**config.mk**
```make
export PLATFORM = sky130hd
export DESIGN_NAME = scalar_add_regs
export DESIGN_NICKNAME = d
export VERILOG_FILES = /design/src/rtl/scalar_add_regs.sv
export SDC_FILE = /design/constraint.sdc
export NUM_CORES = 1
export LEC_CHECK = 0
export BUFFER_PORTS_ARGS = -buffer_cell sky130_fd_sc_hd__buf_2
export CORE_AREA = 2 2 142 144
export DETAILED_ROUTE_END_ITERATION = 6
export DIE_AREA = 0 0 144 146
export PLACE_DENSITY = 0.72
export SYNTH_ARGS = -nofsm -noshare
export SYNTH_HDL_FRONTEND = slang
export SYNTH_SLANG_ARGS = --single-unit
```
**constraint.sdc**
```tcl
create_clock -name clock -period 4.41 [get_ports clock]
set_input_delay 0.441 -clock clock [delete_from_list [all_inputs] [get_ports clock]]
set_output_delay 0.441 -clock clock [all_outputs]
set_load 0.03 [all_outputs]
```
**src/rtl/scalar_add_regs.sv**
```systemverilog
// scalar_add_regs: command responder and sequencer for the scalar-add unit.
// Owns operands a/b, result y and the launch counter.
module scalar_add_regs #(
  parameter int          ADD_CYCLES = 4,
  parameter logic [31:0] IDENT      = 32'hdeadbeef
) (
  input  logic        clock,
  input  logic        reset,
  input  logic        cmd_valid,
  output logic        cmd_ready,
  input  logic [31:0] cmd_opcode,
  input  logic [31:0] cmd_id,
  input  logic [31:0] cmd_addr,
  input  logic [31:0] cmd_data,
  output logic        rsp_valid,
  input  logic        rsp_ready,
  output logic [31:0] rsp_data,
  output logic        rsp_err,
  output logic        busy
);

  typedef enum logic [1:0] {
    IDLE = 2'd0,
    ADD  = 2'd1,
    RESP = 2'd2
  } state_t;

  state_t      state;
  state_t      state_nx;
  logic [7:0]  cnt;
  logic [31:0] a;
  logic [31:0] b;
  logic [31:0] y;
  logic [31:0] count;
  logic [31:0] rd_val;
  logic [31:0] sum;
  logic        accept;
  logic        is_ident;
  logic        is_wr;
  logic        is_rd;
  logic        is_launch;
  logic        addr_ok;

  assign cmd_ready = (state == IDLE) && reset;
  assign rsp_valid = (state == RESP);
  assign busy      = (state == ADD);
  assign accept    = cmd_valid && cmd_ready;
  assign sum       = a + b;

  assign addr_ok   = (cmd_addr == 32'd0);
  assign is_ident  = (cmd_opcode == 32'd0);
  assign is_wr     = (cmd_opcode == 32'd1) && addr_ok
                     && (cmd_id < 32'd3);
  assign is_rd     = (cmd_opcode == 32'd2) && addr_ok
                     && (cmd_id < 32'd4);
  assign is_launch = (cmd_opcode == 32'd3);

  always_comb begin
    rd_val = 32'd0;
    unique case (cmd_id[1:0])
      2'd0:    rd_val = a;
      2'd1:    rd_val = b;
      2'd2:    rd_val = y;
      default: rd_val = count;
    endcase
  end

  always_comb begin
    state_nx = state;
    unique case (state)
      IDLE: if (accept)
              state_nx = is_launch ? ADD : RESP;
      ADD:  if (cnt == 8'd0) state_nx = RESP;
      RESP: if (rsp_ready) state_nx = IDLE;
      default: state_nx = IDLE;
    endcase
  end

  always_ff @(posedge clock or negedge reset) begin
    if (!reset) state <= IDLE;
    else        state <= state_nx;
  end

  always_ff @(posedge clock or negedge reset) begin
    if (!reset) begin
      cnt      <= 8'd0;
      a        <= 32'd0;
      b        <= 32'd0;
      y        <= 32'd0;
      count    <= 32'd0;
      rsp_data <= 32'd0;
      rsp_err  <= 1'b0;
    end else if (accept) begin
      unique case (1'b1)
        is_ident: begin
          rsp_data <= IDENT;
          rsp_err  <= 1'b0;
        end
        is_wr: begin
          unique case (cmd_id[1:0])
            2'd0:    a <= cmd_data;
            2'd1:    b <= cmd_data;
            default: y <= cmd_data;
          endcase
          rsp_data <= 32'd0;
          rsp_err  <= 1'b0;
        end
        is_rd: begin
          rsp_data <= rd_val;
          rsp_err  <= 1'b0;
        end
        is_launch: begin
          cnt <= 8'(ADD_CYCLES - 1);
        end
        default: begin
          rsp_data <= 32'd0;
          rsp_err  <= 1'b1;
        end
      endcase
    end else if (state == ADD) begin
      // operands are sampled only on the final ADD edge
      if (cnt == 8'd0) begin
        y        <= sum;
        count    <= count + 32'd1;
        rsp_data <= sum;
        rsp_err  <= 1'b0;
      end else begin
        cnt <= cnt - 8'd1;
      end
    end
  end

endmodule

```
==> flow_results.org, run 1 <==
** Place
- HPWL after DPL :: about 18000 um
- Placer Congestion :: 0.894
- Buffers placed on the I/O ports in this run total 167.

** STA
- Setup Viol. Count Final :: 0
- Slew @ Worst Pin :: ~1.1 ns
- Final setup skew :: between 0.01 and 0.015 ns
- Unrepaired setup endpoints after global routing :: no
- After routing, the total negative slack on setup checks comes to 0 ns.
- Minimum clock period after layout :: ~3.6 ns
- Period Utilization, post-route :: 0.820
- The number of slew-limit violations in the final report was 0.
- The worst pin sits at a relative slew slack of 0.270.
- Final Hold Vio Count :: 0
- Maximum clock frequency :: about 280 MHz

** Worst setup path
- The worst setup path is of the reg2reg kind.
- Worst Path Buf+Inv :: 0
- Series of cell instances along the critical path :: ha_1 -> fa_1 -> a211oi_2 -> o21ai_1 -> a211oi_2 -> o21ai_2 -> a311oi_2 -> o21ai_2 -> a221o_1 -> and4b_1 -> nor4_2 -> o221ai_1
- Sort of element at the end of the critical path :: flop
- Largest stage delay on the critical path :: approximately 0.44 ns
- Maximum fanout count along the critical path :: 4
- Cell family with the largest share of critical-path delay :: compound AO/OA/AOI/OAI gates
- STA classifies the critical path startpoint as a flop.
- At the worst endpoint, the required time is around 4.7 ns.
- At the worst endpoint, the arrival time is just under 4 ns.
- Cell with the largest stage delay on the worst path :: fa_1

** Route
- Via count :: just under 8000
- After detailed routing, the total wire length is 25700 um.
- In the routed layout, each cell is associated on average with a via count of about 5.8.
- Initial DRC Count :: 565
- Detailed-router iteration count before antenna repair :: 5
- For this run, design rule violations remaining after detail routing come to 0.
- Once detail routing completed, the nets flagged for antenna violations numbered 0.
- After detailed routing, the average wire length per cell comes to 19.0 um.

** Global routing
- Global-route wire length before repair :: about 41000 um
- The number of global-route vias before repair is 7646.
- The number of antenna violations at the first check in global routing was 0.
- Maximum number of pins on one net before global-route repair :: approximately 80
- Global routing finished with a remaining overflow of 0.
- Across every metal layer, demand over resource in global routing totals 0.253.

** Logic synthesis
- In the synthesized netlist the dominant register cell turns out to be dfrtp_1.
- Share of flip-flops with an asynchronous set or reset :: 1.00
- In this run the mean area of a mapped cell was 10.5 um^2.
- Counting every net in the synthesized netlist gives around 1100.
- In this run, synthesis inferred 0 flip-flops with an integrated enable.
- Dominant cell type by area after synthesis :: dfrtp_1
- Sequential-to-total area share from yosys stat :: 0.446
- Proportion of netlist area held by the largest area contributor :: 0.446
- Cells taking the most area after synthesis :: dfrtp_1 45%, mux4_2 7.5%, mux2_2 7.0%
- Netlist area before placement :: 0.00959 mm^2
- The synthesized design contains between 150 and 200 register bits.
- Number of distinct standard cells referenced by the synthesized netlist :: between 50 and 60
- Synthesis handed over a netlist of roughly 900 instances.
- Synthesis warning total :: 0

** Finish
- Fillcell total :: about 1700
- Leaving out fill and tap cells, the most frequent cell in the layout is dfrtp_1.
- Share of final-layout standard cells stronger than drive strength 1 :: 0.297
- In the layout the commonest cells are 171 x dfrtp_1, 166 x buf_2, 94 x nand2_1.
- Layout overhead on the synthesized area :: 18.8%
- For this run, the share of the core covered by cells in the final layout is 0.589.
- 0 antenna diodes ended up in the layout.
- Sequential cell area :: between 0.004 and 0.005 mm^2
- In the final layout, the multi-input gates occupy 0.00513 mm^2.
- In the final design database the tool counted 1246 nets.

** CTS
- Clock insertion delay at the later pin of the skew report :: 0.44 ns
- Maximum number of buffers from clock root to sink :: 2
- The H-tree was split into 4 levels.
- After clock tree synthesis, the clock-pin slew on the worst setup and hold paths is 0.07 ns.
- Clock root buffer master :: clkbuf_16
- Hold bufs inserted after CTS :: 1
- In this run, post-CTS repair resized a total of 0 instances.
- Number of sinks on the clock net :: between 150 and 200
- TritonCTS built the clock tree.
- In this run, CTS created clock tree buffers numbering 17.
- Count of buffers added by post-CTS timing repair for setup :: 0

** Floorplanning
- During I/O placement, the number of pins put on the boundary was between 150 and 200.
- Starting Density :: 0.496
- The die covers between 0.02 and 0.025 mm^2.
- Row cnt :: roughly 50
- Core box area :: about 0.019 mm^2
- Die Height :: approximately 150 um
- The die is roughly 140 um wide.

** Status
- The flow ran to the end, and the final reports show no timing, DRC or antenna violations.

** Pwr
- Total power consumption of the routed design :: between 3 and 4 mW
- Power spread over the standard cell area amounts to roughly 330 mW/mm^2.
- VDD sags by at most between 0.2 and 0.25 mV.
- The analysis attributes to cell leakage a power of approximately 5.4 nW.

** Min path
- Path class of the lowest-slack min-delay path :: in2reg

** Job
- Number of max-cap violations :: 0
cells in the mapped netlist (all sizes together), types with 2 or more instances:
library cell / number
o21bai: 7
o21ai: 59
clkbuf: 25
mux2: 64
a31oi: 6
o211ai: 4
or3: 6
o22a: 3
o21a: 4
a21o: 17
xor2: 25
nand2: 94
nor2: 87
and2: 3
mux2i: 6
a211oi: 11
dfrtp: 171
a2bb2oi: 2
nand4: 15
mux4: 32
nand2b: 7
nor3b: 4
and3: 10
inv: 17
a221oi: 8
xnor2: 39
nor4: 25
nand3: 20
nor3: 8
a21oi: 71
nor2b: 5
ha: 34
buf: 13
o221ai: 2
metrics by stage:
stage | instances | worst slack [ns] | cell area, um^2 | hold WS, ns
after floorplan | 916 | 1.19 | 9590 | 0.145
after global placement | 1324 | 0.891 | 10800 | 0.358
after detailed placement | 1324 | 0.817 | 10800 | 0.356
after CTS | 1357 | 0.778 | 11400 | 0.182
after global routing | 1357 | 0.523 | 11400 | 0.191
final | 1357 | 0.795 | 11400 | 0.192
flip-flops by register name, summed over array words and instances (netlist names):
signal    flops
rsp_err       1
rsp_data     32
cnt           8
a            32
b            32
state         2
y            32
count        32
final timing paths:
path	from	to	slack (ns)	cells after the start
setup reg to reg	b[0]$_DFFE_PN0P_	y[30]$_DFFE_PN0P_	0.80	12
max in group asynchronous	reset	b[27]$_DFFE_PN0P_	1.89	4
hold / removal	rsp_ready	state[1]$_DFFE_PN0P_	0.19	2
setup / recovery	b[0]$_DFFE_PN0P_	y[30]$_DFFE_PN0P_	0.80	12
min in group asynchronous	reset	a[6]$_DFFE_PN0P_	0.46	2
hold reg to reg	count[31]$_DFFE_PN0P_	count[31]$_DFFE_PN0P_	0.46	1
per-layer routing:
layer	wire (um)	vias to the layer above	global-route usage	share of wire
met1	11500	3859	0.360	0.45
met3	1620	27	0.0523	0.063
li1	-	3671	-	-
met4	379	0	0.0652	0.015
met2	12200	254	0.396	0.47
met5	0	-	0	0
cell type report:
type | count | area share
clock buffer | 18 | 0.0385
clock inverter | 14 | 0.0161
inverter | 17 | 0.00560
multi-input combinational | 690 | 0.450
sequential | 171 | 0.376
tap | 265 | 0.0291
timing repair buffer | 182 | 0.0851
cells by family (layout without fill, tap and decap cells):
group                    after synthesis  after routing  share of synthesized area
AND/OR/NAND/NOR                      288            288                      0.140
AO/OA/AOI/OAI                        201            201                      0.130
flip-flops                           171            171                      0.446
multiplexers                         102            102                      0.156
XOR/XNOR                              64             64                     0.0584
buffers and inverters                 55            231                     0.0227
adder cells (fa/ha/maj)               35             35                     0.0464
report_power, final:
| group | switching [mW] | total, mW | leakage (nW) | internal (mW) |
|---|---|---|---|---|
| registers | 0.0471 | 1.69 | 2.29 | 1.64 |
| logic | 0.331 | 0.499 | 2.86 | 0.168 |
| clock network | 0.665 | 1.58 | 0.299 | 0.919 |
Power figures use the tool's default switching activity.
==> run 2, diff against run 1 <==
==> config.mk (replaced) <==
export PLATFORM = sky130hd
export DESIGN_NAME = scalar_add_regs
export DESIGN_NICKNAME = d
export VERILOG_FILES = /design/src/rtl/scalar_add_regs.sv
export SDC_FILE = /design/constraint.sdc
export NUM_CORES = 1
export LEC_CHECK = 0
export ABC_AREA = 1
export BUFFER_PORTS_ARGS = -buffer_cell sky130_fd_sc_hd__buf_2
export CORE_AREA = 2 2 155 157
export DETAILED_ROUTE_END_ITERATION = 6
export DIE_AREA = 0 0 157 159
export PLACE_DENSITY = 0.74
export SYNTH_ARGS = -nofsm -noshare
export SYNTH_HDL_FRONTEND = slang
export SYNTH_SLANG_ARGS = --single-unit
==> constraint.sdc (replaced) <==
create_clock -name clock -period 3.2 [get_ports clock]
set_input_delay 0.32 -clock clock [delete_from_list [all_inputs] [get_ports clock]]
set_output_delay 0.32 -clock clock [all_outputs]
set_load 0.03 [all_outputs]
==> flow_results.org, run 2 <==
** Logic synthesis
- Net count after synthesis :: 1922 (was 1083)
- Proportion of netlist area held by the largest area contributor :: 0.371 (was 0.446)
- Most frequently used flop master after synthesis :: dfrtp_1 (unchanged)
- Share of flip-flops with an asynchronous set or reset :: 1.00 (unchanged)
- The most frequently used cell type in the post-synthesis netlist was nand2_1 (was dfrtp_1).
- The number of unique standard cell types used by synthesis is 45 (was 57).
- The sequential area share after synthesis came to 0.371 (was 0.446).
- Post-synthesis register bit count :: 171 (unchanged)
- The number of enable-type register cells in the synthesized netlist is 0 (unchanged).
- Ranking of synthesized cells by instance count: 632 x nand2_1, 242 x inv_1, 194 x nor2_1 (was 171 x dfrtp_1, 94 x nand2_1, 87 x nor2_1).
- Dominant cell type by area after synthesis :: dfrtp_1 (unchanged)
- The instance count of the mapped netlist came to 1755 (was 916).
- The total of warnings raised by yosys was 0 (unchanged).
- Netlist area before placement :: 0.0115 mm^2 (was 0.00959 mm^2)
- Mean instance size in the synthesized netlist :: 6.58 um^2 (was 10.5 um^2)
- Cells taking the most area after synthesis :: dfrtp_1 37%, nand2_1 21%, inv_1 7.9% (was dfrtp_1 45%, mux4_2 7.5%, mux2_2 7.0%)

** STA
- Setup Viol. Count Final :: 0 (unchanged)
- The setup skew after layout was 0.00940 ns (was 0.0147 ns).
- The smallest setup slack after layout came to 0.585 ns (was 0.795 ns).
- Minimum clock period after layout :: 2.62 ns (was 3.61 ns)
- The highest clock rate came to 382 MHz (was 277 MHz).
- Final Hold Vio Count :: 0 (unchanged)
- Slew @ Worst Pin :: 0.957 ns (was 1.09 ns)
- The share of the clock period used by the worst path came to 0.817 (was 0.820).
- Max-slew violation count :: 0 (unchanged)
- Unrepaired setup endpoints after global routing :: no (unchanged)
- The worst-case headroom to the max-slew limit came to 0.362 (was 0.270).
- Final-layout setup total negative slack :: 0 ns (unchanged)

** Floorplanning
- Horizontal die dimension :: 157 um (was 144 um)
- Die Height :: 159 um (was 146 um)
- The die area is 0.0250 mm^2 (was 0.0210 mm^2).
- The core area is 0.0232 mm^2 (was 0.0193 mm^2).
- The total number of placement rows came to 56 (was 51).
- The count of pins on the block boundary is 168 (unchanged).
- The initial standard-cell utilization of the core is 0.498 (was 0.496).

** Pwr
- The total power after layout came to 5.09 mW (was 3.77 mW).
- Static power due to leakage :: 7.09 nW (was 5.44 nW)
- Pwr per Cell Area :: 386 mW/mm^2 (was 331 mW/mm^2)
- Worst ir drop on vdd :: 0.399 mV (was 0.204 mV)

** Finish
- The number of nets in the layout came to 2073 (was 1246).
- Most frequent standard cell in the layout excluding fill and tap cells :: nand2_1 (was dfrtp_1)
- The final-layout fill cell count came to 2273 (was 1661).
- End-of-flow core utilization :: 0.569 (was 0.589)
- The antenna cell count was 0 (unchanged).
- Final Cell Area :: 0.0132 mm^2 (was 0.0114 mm^2)
- The relative area change from synthesis to final layout came to 14.3% (was 18.8%).
- Most frequent cells in the layout :: 631 x nand2_1, 242 x inv_1, 194 x nor2_1 (was 171 x dfrtp_1, 166 x buf_2, 94 x nand2_1)
- Share of final-layout standard cells stronger than drive strength 1 :: 0.130 (was 0.297)

** Route
- The first-pass iteration count of the detailed router is 6 (was 5).
- The vias per cell is 5.27 (was 5.76).
- The highest signal layer in the routed design was met4 (unchanged).
- The detailed-routing wirelength on met1 was 15200 um (was 11500 um).
- The number of routed nets with antenna violations is 0 (unchanged).
- The vias after detailed routing was 11800 (was 7811).
- The total wire length after detailed routing is 35900 um (was 25700 um).
- The met3 routed wirelength was 3600 um (was 1620 um).
- Initial DRC Count :: 1244 (was 565)
- The met2 routed wirelength was 16100 um (was 12200 um).
- The final routed wire length divided by cell count is 16.0 um (was 19.0 um).
- Number of DRC violations after detailed routing :: 0 (unchanged)

** Status
- Status :: finished clean (unchanged)

** CTS
- Cts bufs inserted :: 17 (unchanged)
- The number of buffers added for setup after CTS is 0 (unchanged).
- The cell at the root of the clock tree is clkbuf_16 (unchanged).
- Number of sinks on the clock net :: 171 (unchanged)
- The clock insertion delay at the later pin of the skew report is 0.43 ns (was 0.44 ns).
- H-tree levels :: 4 (unchanged)
- Clock transition at the registers of the reported paths :: 0.07 ns (about the same)
- Hold bufs inserted after CTS :: 0 (was 1)
- CTS tree :: yes (unchanged)
- The number of gates resized after CTS was 0 (unchanged).
- The clock tree buffer depth came to 2 (unchanged).

** Global routing
- The wire length of the first global-routing pass was 57000 um (was 41300 um).
- The number of global-route vias before repair was 10900 (was 7646).
- The number of antenna violations at the first check in global routing is 0 (unchanged).
- The global-route congestion overflow total is 0 (unchanged).
- Maximum number of pins on one net before global-route repair :: 172 (was 81)
- Overall fraction of global-route tracks in use :: 0.292 (was 0.253)

** Place
- The final HPWL from detailed placement was 27100 um (was 18500 um).
- The global placer's final weighted congestion is 0.967 (was 0.894).
- The number of buffers inserted by port buffering came to 167 (unchanged).
- The worst slack at placement is 0.625 ns (was 0.817 ns).
- The cell area after placement was 0.0126 mm^2 (was 0.0108 mm^2).

** Worst setup path
- Maximum fanout count along the critical path :: 37 (was 4)
- The sort of element at the start of the critical path is a flop (unchanged).
- Critical Path AT :: 2.96 ns (was 3.89 ns)
- The kind of critical path is reg2reg (unchanged).
- Sort of element at the end of the critical path :: flop (unchanged)
- The data required time of the critical path came to 3.55 ns (was 4.69 ns).

** Job
- The count of maximum capacitance violations is 0 (unchanged).

** Min path
- Path class of the lowest-slack min-delay path :: in2async (was in2reg)
## run 2: changes by cell type after synthesis, moves of 14 or more
cell / change
nand2_1: +538
a21o_1: -14
nand4_1: +20
nand3_1: +89
o21ai_1: +71
nor4_1: -22
mux4_2: -32
xnor2_1: -27
nor2_1: +107
buf_2: +16
a21oi_1: -24
inv_1: +225
mux2_2: -59
## run 2: where the power goes
group | internal (mW) | switching (mW) | total (mW)
registers | 2.29 | 0.0894 | 2.38
clock network | 1.07 | 0.901 | 1.97
logic | 0.235 | 0.512 | 0.747
## run 2: layout make-up
type	instances	area, um^2	share of cell area
clock inverters	11	86.3	0.00654
inverters	249	935	0.0709
multi-input cells	1286	6060	0.460
repair buffers	181	960	0.0727
flip-flops and latches	171	4280	0.324
well taps	319	399	0.0303
clock buffers	21	470	0.0357
## run 2: metrics by stage
step,hold slack (ns),cells
after floorplan,0.0244,1755
after global placement,0.460,2206
after detailed placement,0.465,2206
after CTS,0.0592,2238
after global routing,0.0599,2238
final,0.0148,2238
## run 2: per-layer routing
metal  vias up  track usage
li1       5804            -
met1      5365        0.413
met2       545        0.453
met3        71       0.0604
met4         0       0.0876
met5         -            0
## run 2: logic make-up (layout without fill, tap and decap cells)
logic type                 after synthesis  after routing  synth area share
muxes                                    1              1          0.000975
adders and majority gates               35             35            0.0386
xor gates and xnor gates                39             39            0.0296
buffers and inverters                  298            462             0.104
AOI/OAI and AO/OA                      182            182            0.0839
DFF                                    171            171             0.371
and+or+nand+nor                       1029           1029             0.372
## run 2: path summary, 6_finish.rpt
kind / slack (ns) / startpoint / cells after the start / to
max: 0.58 / cnt[0]$_DFFE_PN0P_ / 10 / rsp_err$_DFFE_PN0P_
min: 0.01 / reset / 2 / b[31]$_DFFE_PN0P_
max reg2reg: 0.58 / cnt[0]$_DFFE_PN0P_ / 10 / rsp_err$_DFFE_PN0P_
min reg2reg: 0.48 / rsp_data[22]$_DFFE_PN0P_ / 2 / rsp_data[22]$_DFFE_PN0P_
max in group asynchronous: 2.46 / reset / 2 / y[11]$_DFFE_PN0P_
min in group clock: 0.07 / rsp_ready / 2 / state[1]$_DFFE_PN0P_
## run 2: worst max-delay path, stage by stage, from the launching register on
cell and delay [ns]:
dfrtp_1 0.37, inv_1 0.14, ha_1 0.17, nand3_1 0.09, nor2_1 0.14, nand2_2 0.24
nand2_2 0.21, nand2_4 0.18, inv_2 0.63, nand3_1 0.14, o21ai_0 0.18
